[src/rtl/demux_1x8_32_reg.sv]
// demux_1x8_32_reg: 1-to-8 registered demultiplexer, 32-bit data.
//
// Each write stores 'in' into one of eight output registers. The chosen
// output's sticky valid bit is set at the same time.
//
// Ports:
//   clk       - single clock, all state updates on the rising edge
//   reset     - synchronous, active-high reset; takes priority over we and clr
//   in        - 32-bit write data
//   s         - destination select used in direct mode (0 -> out0 .. 7 -> out7)
//   we        - write strobe, one write per cycle while high
//   auto_inc  - selects ptr instead of s as the destination
//   clr       - clears all valid bits; data registers keep their contents
//   out0..7   - registered destination data
//   valid     - sticky per-destination written flags (bit k belongs to outk)
//   full      - combinational, high exactly when every valid bit is set
//   ptr       - auto-increment destination pointer
//
// Configuration:
//   DEMUX_AUTO_INC_EN - when defined, compiles in the ptr register and the
//   auto_inc behaviour. When undefined, auto_inc is ignored, the destination
//   is always s, and ptr is held at 3'b000.
module demux_1x8_32_reg (
  input  logic        clk,
  input  logic        reset,
  input  logic [31:0] in,
  input  logic [2:0]  s,
  input  logic        we,
  input  logic        auto_inc,
  input  logic        clr,
  output logic [31:0] out0,
  output logic [31:0] out1,
  output logic [31:0] out2,
  output logic [31:0] out3,
  output logic [31:0] out4,
  output logic [31:0] out5,
  output logic [31:0] out6,
  output logic [31:0] out7,
  output logic [7:0]  valid,
  output logic        full,
  output logic [2:0]  ptr
);

  logic [31:0] data_q [8];
  logic [31:0] data_d [8];
  logic [7:0]  valid_q, valid_d;
  logic [2:0]  dst;

`ifdef DEMUX_AUTO_INC_EN
  logic [2:0] ptr_q, ptr_d;

  assign dst = auto_inc ? ptr_q : s;
  assign ptr = ptr_q;

  always_comb begin
    ptr_d = ptr_q;
    if (we && auto_inc) begin
      ptr_d = ptr_q + 3'd1;  // 3-bit wrap gives the modulo-8 behaviour
    end
  end

  always_ff @(posedge clk) begin
    if (reset) begin
      ptr_q <= 3'b000;
    end else begin
      ptr_q <= ptr_d;
    end
  end
`else
  logic unused_auto_inc;

  assign unused_auto_inc = auto_inc;
  assign dst             = s;
  assign ptr             = 3'b000;
`endif

  // Everything that depends on s/in is gated by we, so X on those inputs
  // while idle cannot reach the state.
  always_comb begin
    data_d  = data_q;
    valid_d = valid_q;
    if (clr) begin
      valid_d = 8'h00;
    end
    if (we) begin
      data_d[dst]  = in;
      valid_d[dst] = 1'b1;  // on a clr collision only this bit survives
    end
  end

  always_ff @(posedge clk) begin
    if (reset) begin
      for (int i = 0; i < 8; i++) begin
        data_q[i] <= 32'h0000_0000;
      end
      valid_q <= 8'h00;
    end else begin
      for (int i = 0; i < 8; i++) begin
        data_q[i] <= data_d[i];
      end
      valid_q <= valid_d;
    end
  end

  assign out0  = data_q[0];
  assign out1  = data_q[1];
  assign out2  = data_q[2];
  assign out3  = data_q[3];
  assign out4  = data_q[4];
  assign out5  = data_q[5];
  assign out6  = data_q[6];
  assign out7  = data_q[7];
  assign valid = valid_q;
  assign full  = &valid_q;

endmodule
[config.mk]
export PLATFORM = sky130hd
export DESIGN_NAME = demux_1x8_32_reg
export DESIGN_NICKNAME = d
export VERILOG_FILES = /design/src/rtl/demux_1x8_32_reg.sv
export SDC_FILE = /design/constraint.sdc
export NUM_CORES = 1
export LEC_CHECK = 0
export CAP_MARGIN = 20
export CORE_MARGIN = 4
export CORE_UTILIZATION = 40
export CTS_BUF_LIST = sky130_fd_sc_hd__clkbuf_4
export DETAILED_ROUTE_END_ITERATION = 7
export GPL_TIMING_DRIVEN = 1
export PLACE_DENSITY = 0.73
export SETUP_SLACK_MARGIN = 0.05
export SLEW_MARGIN = 20
export SYNTH_ARGS = -nofsm -noshare
export SYNTH_HDL_FRONTEND = slang
export SYNTH_SLANG_ARGS = --single-unit
[constraint.sdc]
create_clock -name clk -period 1.75 [get_ports clk]
set_clock_uncertainty 0.1 [all_clocks]
set_input_delay 0.175 -clock clk [delete_from_list [all_inputs] [get_ports clk]]
set_output_delay 0.175 -clock clk [all_outputs]
set_load 0.05 [all_outputs]
==> flow_summary_export.csv, run 1 <==
group,metric,value,unit
floorplanning,dieHeight,169,um
synth,syn_avg_cell_area,11.0,um^2
final_layout,layout-drive-gt1-share,33.5,%
global_route,grt_pass1_wl,45700,um
hold_path,whs_path_depth,3,
timing,grt_setup_unrepaired,"yes",
hold_path,worst_hold_path_type,"in -> reg",
flow_run,cap_violations,0,
critical_path,critPathMaxStageDelay,0.34,ns
critical_path,crit_path_end_kind,"primary output",
detailed_routing,routed_wirelength,29600,um
detailed_routing,avgRoutedWirePerCell,18.0,um
detailed_routing,drt_iter0_drc,286,
timing,hold_viol,0,
final_layout,final_util,56.0,%
floorplanning,start_util,40.9,%
floorplanning,die_width,169,um
synth,synth_edf_count,0,
critical_path,cp_top_family,"flip-flops",
power,leakage,7.23,nW
cts,clockBufferDepth,3,
detailed_routing,avgViaCountPerCell,4.73,
detailed_routing,drt-pass1-iter-count,6,
timing,worst_slack,0.0963,ns
global_route,grt_start_max_net_pins,47,
critical_path,arrival,1.38,ns
power,ir_drop,564,uV
placed_design,pre_cts_slack,-0.186,ns
global_route,antenna_found_initial,1,
floorplanning,coreArea,25300,um^2
synth,synth_area,10300,um^2
cts,clk_pin_slew_worst_paths,0.08,ns
floorplanning,io_pins,308,
hold_path,hp-start,"in[11]",
critical_path,r2r-end,"valid[7]",
final_layout,nets,1307,
timing,drv_slew,0,
critical_path,slowest_stage,"dfxtp_2",
timing,fin_crit,1.65,ns
synth,ys_seq_elements,264,
floorplanning,die_area,28400,um^2
critical_path,cp.buffers_inverters,1,
critical_path,path_class,"reg -> out",
detailed_routing,drc,0,
critical_path,crit_required,1.47,ns
detailed_routing,detailroute.via_count,7745,
final_layout,mostFrequentLayoutCells,"nand2b_1 (296), buf_4 (288), mux2i_1 (256), dfxtp_1 (256), clkbuf_4 (97)",
synth,ys_seq_area_share,51.2,%
synth,synth_cell_types,18,
timing,fin_crit_sh,94.5,%
run_status,outcome,"finished, final reports clean",
placed_design,place_hpwl,20400,um
critical_path,ff2ff_setup_slack,0.93,ns
critical_path,path_depth,3,
synth,syn_inst,939,
timing,fmax,605,MHz
final_layout,area_growth,37.0,%
global_route,grt_pass1_vias,8039,
floorplanning,num_rows,58,
power,powerDensity,916,nW/um^2
placed_design,gp_congestion,0.763,
cts,clk-insertion-delay-late,0.62,ns
synth,async_flop_share,0,%
global_route,grt_overflow,0,
final_layout,final_area,14100,um^2
placed_design,numPortBuffers,303,
cts,cts_max_level,3,
detailed_routing,antenna_left,0,
critical_path,start_kind,"flop",
timing,setup_viol,0,
synth,synth_ff_type,"dfxtp_1",
critical_path,crit_path_cell_trace,"nand4_1 -> nor2_2 -> buf_6",
cts,cts_inserted_buffers,70,
critical_path,r2r-start,"valid[7]",
cts,cts_tree,"yes",
cts,clock_sinks,264,
critical_path,reg2regPathDepth,3,
placed_design,place_area,13200,um^2
cts,cts-root-buf,"clkbuf_4",
hold_path,whs_endpoint,"out7[11]",
timing,whs,0.217,ns
final_layout,final_common_cell,"nand2b_1",
global_route,track_usage,20.2,%
critical_path,crit_fanout,2,
synth,yosysWarningCount,0,
==> layer usage <==
layer | wire, um | share of wire (%) | GRT usage (%) | up-vias
met5 | 0 | 0 | 0 | -
met4 | 657 | 2.2 | 7.02 | 0
met1 | 12700 | 43 | 25.0 | 3684
li1 | - | - | - | 3761
met3 | 2410 | 8.1 | 7.12 | 41
met2 | 13800 | 47 | 32.7 | 259
==> worst max-delay path by stage <==
stage | startpoint | endpoint | slack (ns)
3_5_place_dp | s[2] | out0[25] | -0.19
3_3_place_gp | s[2] | out0[26] | -0.15
4_1_cts | valid[4] | full | 0.03
2_1_floorplan | valid[2] | full | 0.20
5_1_grt | valid[4] | full | -0.04
6_report | valid[4] | full | 0.1
==> per-stage QoR <==
step,setup TNS [ns],cells,power [mW]
final,0,1639,13.0
after global routing,-0.0392,1639,13.6
after CTS,0,1638,13.2
after detailed placement,-27.80,1519,7.83
after global placement,-18.06,1519,7.82
after floorplan,0,941,7.31
==> cells by family after synthesis <==
group	share of synthesized area [%]
buffers and inverters	4.47
other	0.0363
DFF	51.2
and+or+nand+nor	19.1
AOI/OAI and AO/OA	0.388
muxes	24.8
==> state kept, by name (all words and copies together) (netlist names) <==
name / flops
valid: 8
out2: 32
out4: 32
out6: 32
out3: 32
out1: 32
out0: 32
out7: 32
out5: 32
==> area by class of cell <==
type	count	area [um^2]
antenna	1	2.50
clock buffer	97	728
clock inverter	16	118
fill	2254	11100
multi-input combinational	576	4650
sequential	264	5300
tap	330	413
timing repair buffer	355	2940
==> power breakdown <==
part           internal [mW]  switching [mW]
registers               6.14          0.0761
logic                  0.554           0.922
clock network           2.84            2.42
total                   9.54            3.42
==> cells in the mapped netlist (3+ instances only) <==
library cell,n,area share (%)
a21oi_1,8,0.39
buf_1,10,0.36
buf_2,24,1.2
buf_4,5,0.36
buf_6,3,0.33
clkbuf_1,58,2.1
dfxtp_1,264,51
mux2i_1,256,25
nand2b_1,296,18
nand4_1,3,0.18
nand4b_1,3,0.25
nand4bb_1,3,0.33
==> worst reg2reg max path, delay by kind of cell, from the launching register on <==
kind / cells / cell delay [ns]
buffers and inverters: 1 / 0.11
flip-flops: 1 / 0.33
AO/OA/AOI/OAI: 1 / 0.16
AND/OR/NAND/NOR: 1 / 0.05
==> what timing repair did <==
item	in CTS	in global routing
endpoints found under the setup margin	16	9
pin swaps	2	2
resized for setup	54	12
setup buffers	5	0
hold endpoints to repair	17	0
hold buffers	1	0
gates cloned	0	0
(Power assumes the default switching activity.)
==> inputs of run 2 (changes only) <==
--- a/config.mk
+++ b/config.mk
@@ -9,6 +9,7 @@
 export CORE_MARGIN = 4
 export CORE_UTILIZATION = 40
 export CTS_BUF_LIST = sky130_fd_sc_hd__clkbuf_4
+export CTS_CLUSTER_SIZE = 40
 export DETAILED_ROUTE_END_ITERATION = 7
 export GPL_TIMING_DRIVEN = 1
 export PLACE_DENSITY = 0.73
==> run 2 against run 1 <==
  * Via count barely moved
  * Clock power grew 0.9%
  * Total power increased by 0.43%
  * Global-route usage down 0.054 points
  * Cell count rose by 0.18%
  * Largest power group unchanged
  * Highest routed layer unchanged
==> flow_summary_export.csv, run 2 (synthesis gave the netlist of run 1 again) <==
group,metric,value,unit
timing,drv_slew,0,
floorplanning,start_util,40.9,%
final_layout,area_growth,37.3,%
hold_path,worst_hold_path_type,"in -> reg",
timing,hold_viol,0,
power,powerDensity,918,nW/um^2
detailed_routing,drt_iter0_drc,304,
timing,fmax,603,MHz
detailed_routing,detailroute.via_count,7751,
floorplanning,io_pins,308,
final_layout,final_area,14200,um^2
detailed_routing,drc,0,
power,total_power,13.0,mW
timing,grt_setup_unrepaired,"yes",
global_route,grt_pass1_wl,45600,um
placed_design,gp_congestion,0.763,
run_status,outcome,"finished, final reports clean",
final_layout,mostFrequentLayoutCells,"nand2b_1 (296), buf_4 (290), mux2i_1 (256), dfxtp_1 (256), clkbuf_4 (99)",
cts,clock_sinks,264,
final_layout,final_cells,1642,
final_layout,final_common_cell,"nand2b_1",
power,p_int,9.59,mW
timing,setup_tns,0,ns
detailed_routing,avgViaCountPerCell,4.72,
placed_design,place_hpwl,20400,um
cts,cts_inserted_buffers,70,
detailed_routing,drt-pass1-iter-count,4,
critical_path,arrival,1.38,ns
power,swShare,26.4,%
floorplanning,dieHeight,169,um
power,switchingPower,3.43,mW
final_layout,layout-drive-gt1-share,33.7,%
detailed_routing,avgRoutedWirePerCell,18.0,um
cts,cts-root-buf,"clkbuf_4",
global_route,grt_overflow,0,
floorplanning,num_rows,58,
critical_path,start_kind,"flop",
power,power_frac_seq,47.8,%
global_route,track_usage,20.1,%
cts,clockBufferDepth,3,
final_layout,fillers,2244,
placed_design,dpl.cell_count,1519,
placed_design,place_area,13200,um^2
cts,cts_max_level,3,
power,ir_drop,552,uV
timing,fin_crit,1.66,ns
detailed_routing,antenna_left,0,
floorplanning,die_width,169,um
final_layout,seq_area,5300,um^2
final_layout,multi_input_area,4650,um^2
critical_path,crit_fanout,3,
global_route,grt_start_max_net_pins,47,
critical_path,path_class,"reg -> out",
critical_path,crit_required,1.47,ns
power,clockPowerShare,40.9,%
detailed_routing,routed_wirelength,29600,um
global_route,antenna_found_initial,1,
cts,clk_pin_slew_worst_paths,0.07,ns
global_route,grt_pass1_vias,8009,
timing,setup_viol,0,
power,leakage,7.24,nW
floorplanning,coreArea,25300,um^2
cts,cts_tree,"yes",
cts,clk-insertion-delay-late,0.62,ns
final_layout,nets,1309,
placed_design,numPortBuffers,303,
power,p_comb_share,11.3,%
critical_path,crit_path_end_kind,"primary output",
timing,fin_crit_sh,94.7,%
flow_run,cap_violations,0,
timing,whs,0.213,ns
floorplanning,die_area,28400,um^2
[run 2: cell count changes in the layout (fill, tap and decap cells not counted), sizes merged]
cell,change
clkdlybuf4s18,-4
buf,+2
clkdlybuf4s15,+4
clkinv,-1
clkbuf,+2
[run 2: layout make-up]
class / instances / area share (%)
timing repair buffer: 357 / 20.9
sequential: 264 / 37.3
clock buffer: 99 / 5.24
tap: 330 / 2.91
antenna: 1 / 0.0177
multi-input combinational: 576 / 32.8
clock inverter: 15 / 0.803
[run 2: critical path: stages (launching register included)]
cell and delay [ns]:
dfxtp_2 0.35, nand4_1 0.11, nor2_2 0.13, buf_6 0.16
[run 2: metrics by stage]
stage | setup WS, ns | utilization [%]
final | 0.0919 | 56.1
after global routing | -0.0157 | 56.1
after CTS | 0.0325 | 56.2
after detailed placement | -0.186 | 52.5
after global placement | -0.151 | 52.5
after floorplan | 0.200 | -
[run 2: worst paths after layout]
kind,from,end,slack (ns),cells past startpoint
worst max-delay path,valid[3],full,0.09,3
worst min-delay path,in[11],out6[11],0.21,3
worst max register to register,valid[7],valid[7],0.93,3
worst min register to register,out0[7],out0[7],0.37,2
[run 2: metal layers]
layer / GRT usage, % / share of wire, %
met1: 25.1 / 43
met2: 32.7 / 47
met3: 6.75 / 8.0
met4: 6.95 / 2.2
met5: 0 / 0
[run 2: power groups by stage]
stage | combinational (mW) | clock, mW | sequential (mW)
after floorplan | 0.509 | 0 | 6.80
after global routing | 1.55 | 5.83 | 6.23
after detailed placement | 1.48 | 0 | 6.35
after CTS | 1.49 | 5.51 | 6.22
final | 1.48 | 5.32 | 6.22
after global placement | 1.48 | 0 | 6.35
[run 2: what timing repair did]
item | 4_1_cts | 5_1_grt
pin swaps | 2 | 2
resized for setup | 54 | 8
setup endpoints to repair | 16 | 5
hold buffers | 1 | 0
buffers inserted | 5 | 2
hold endpoints to repair | 17 | 0
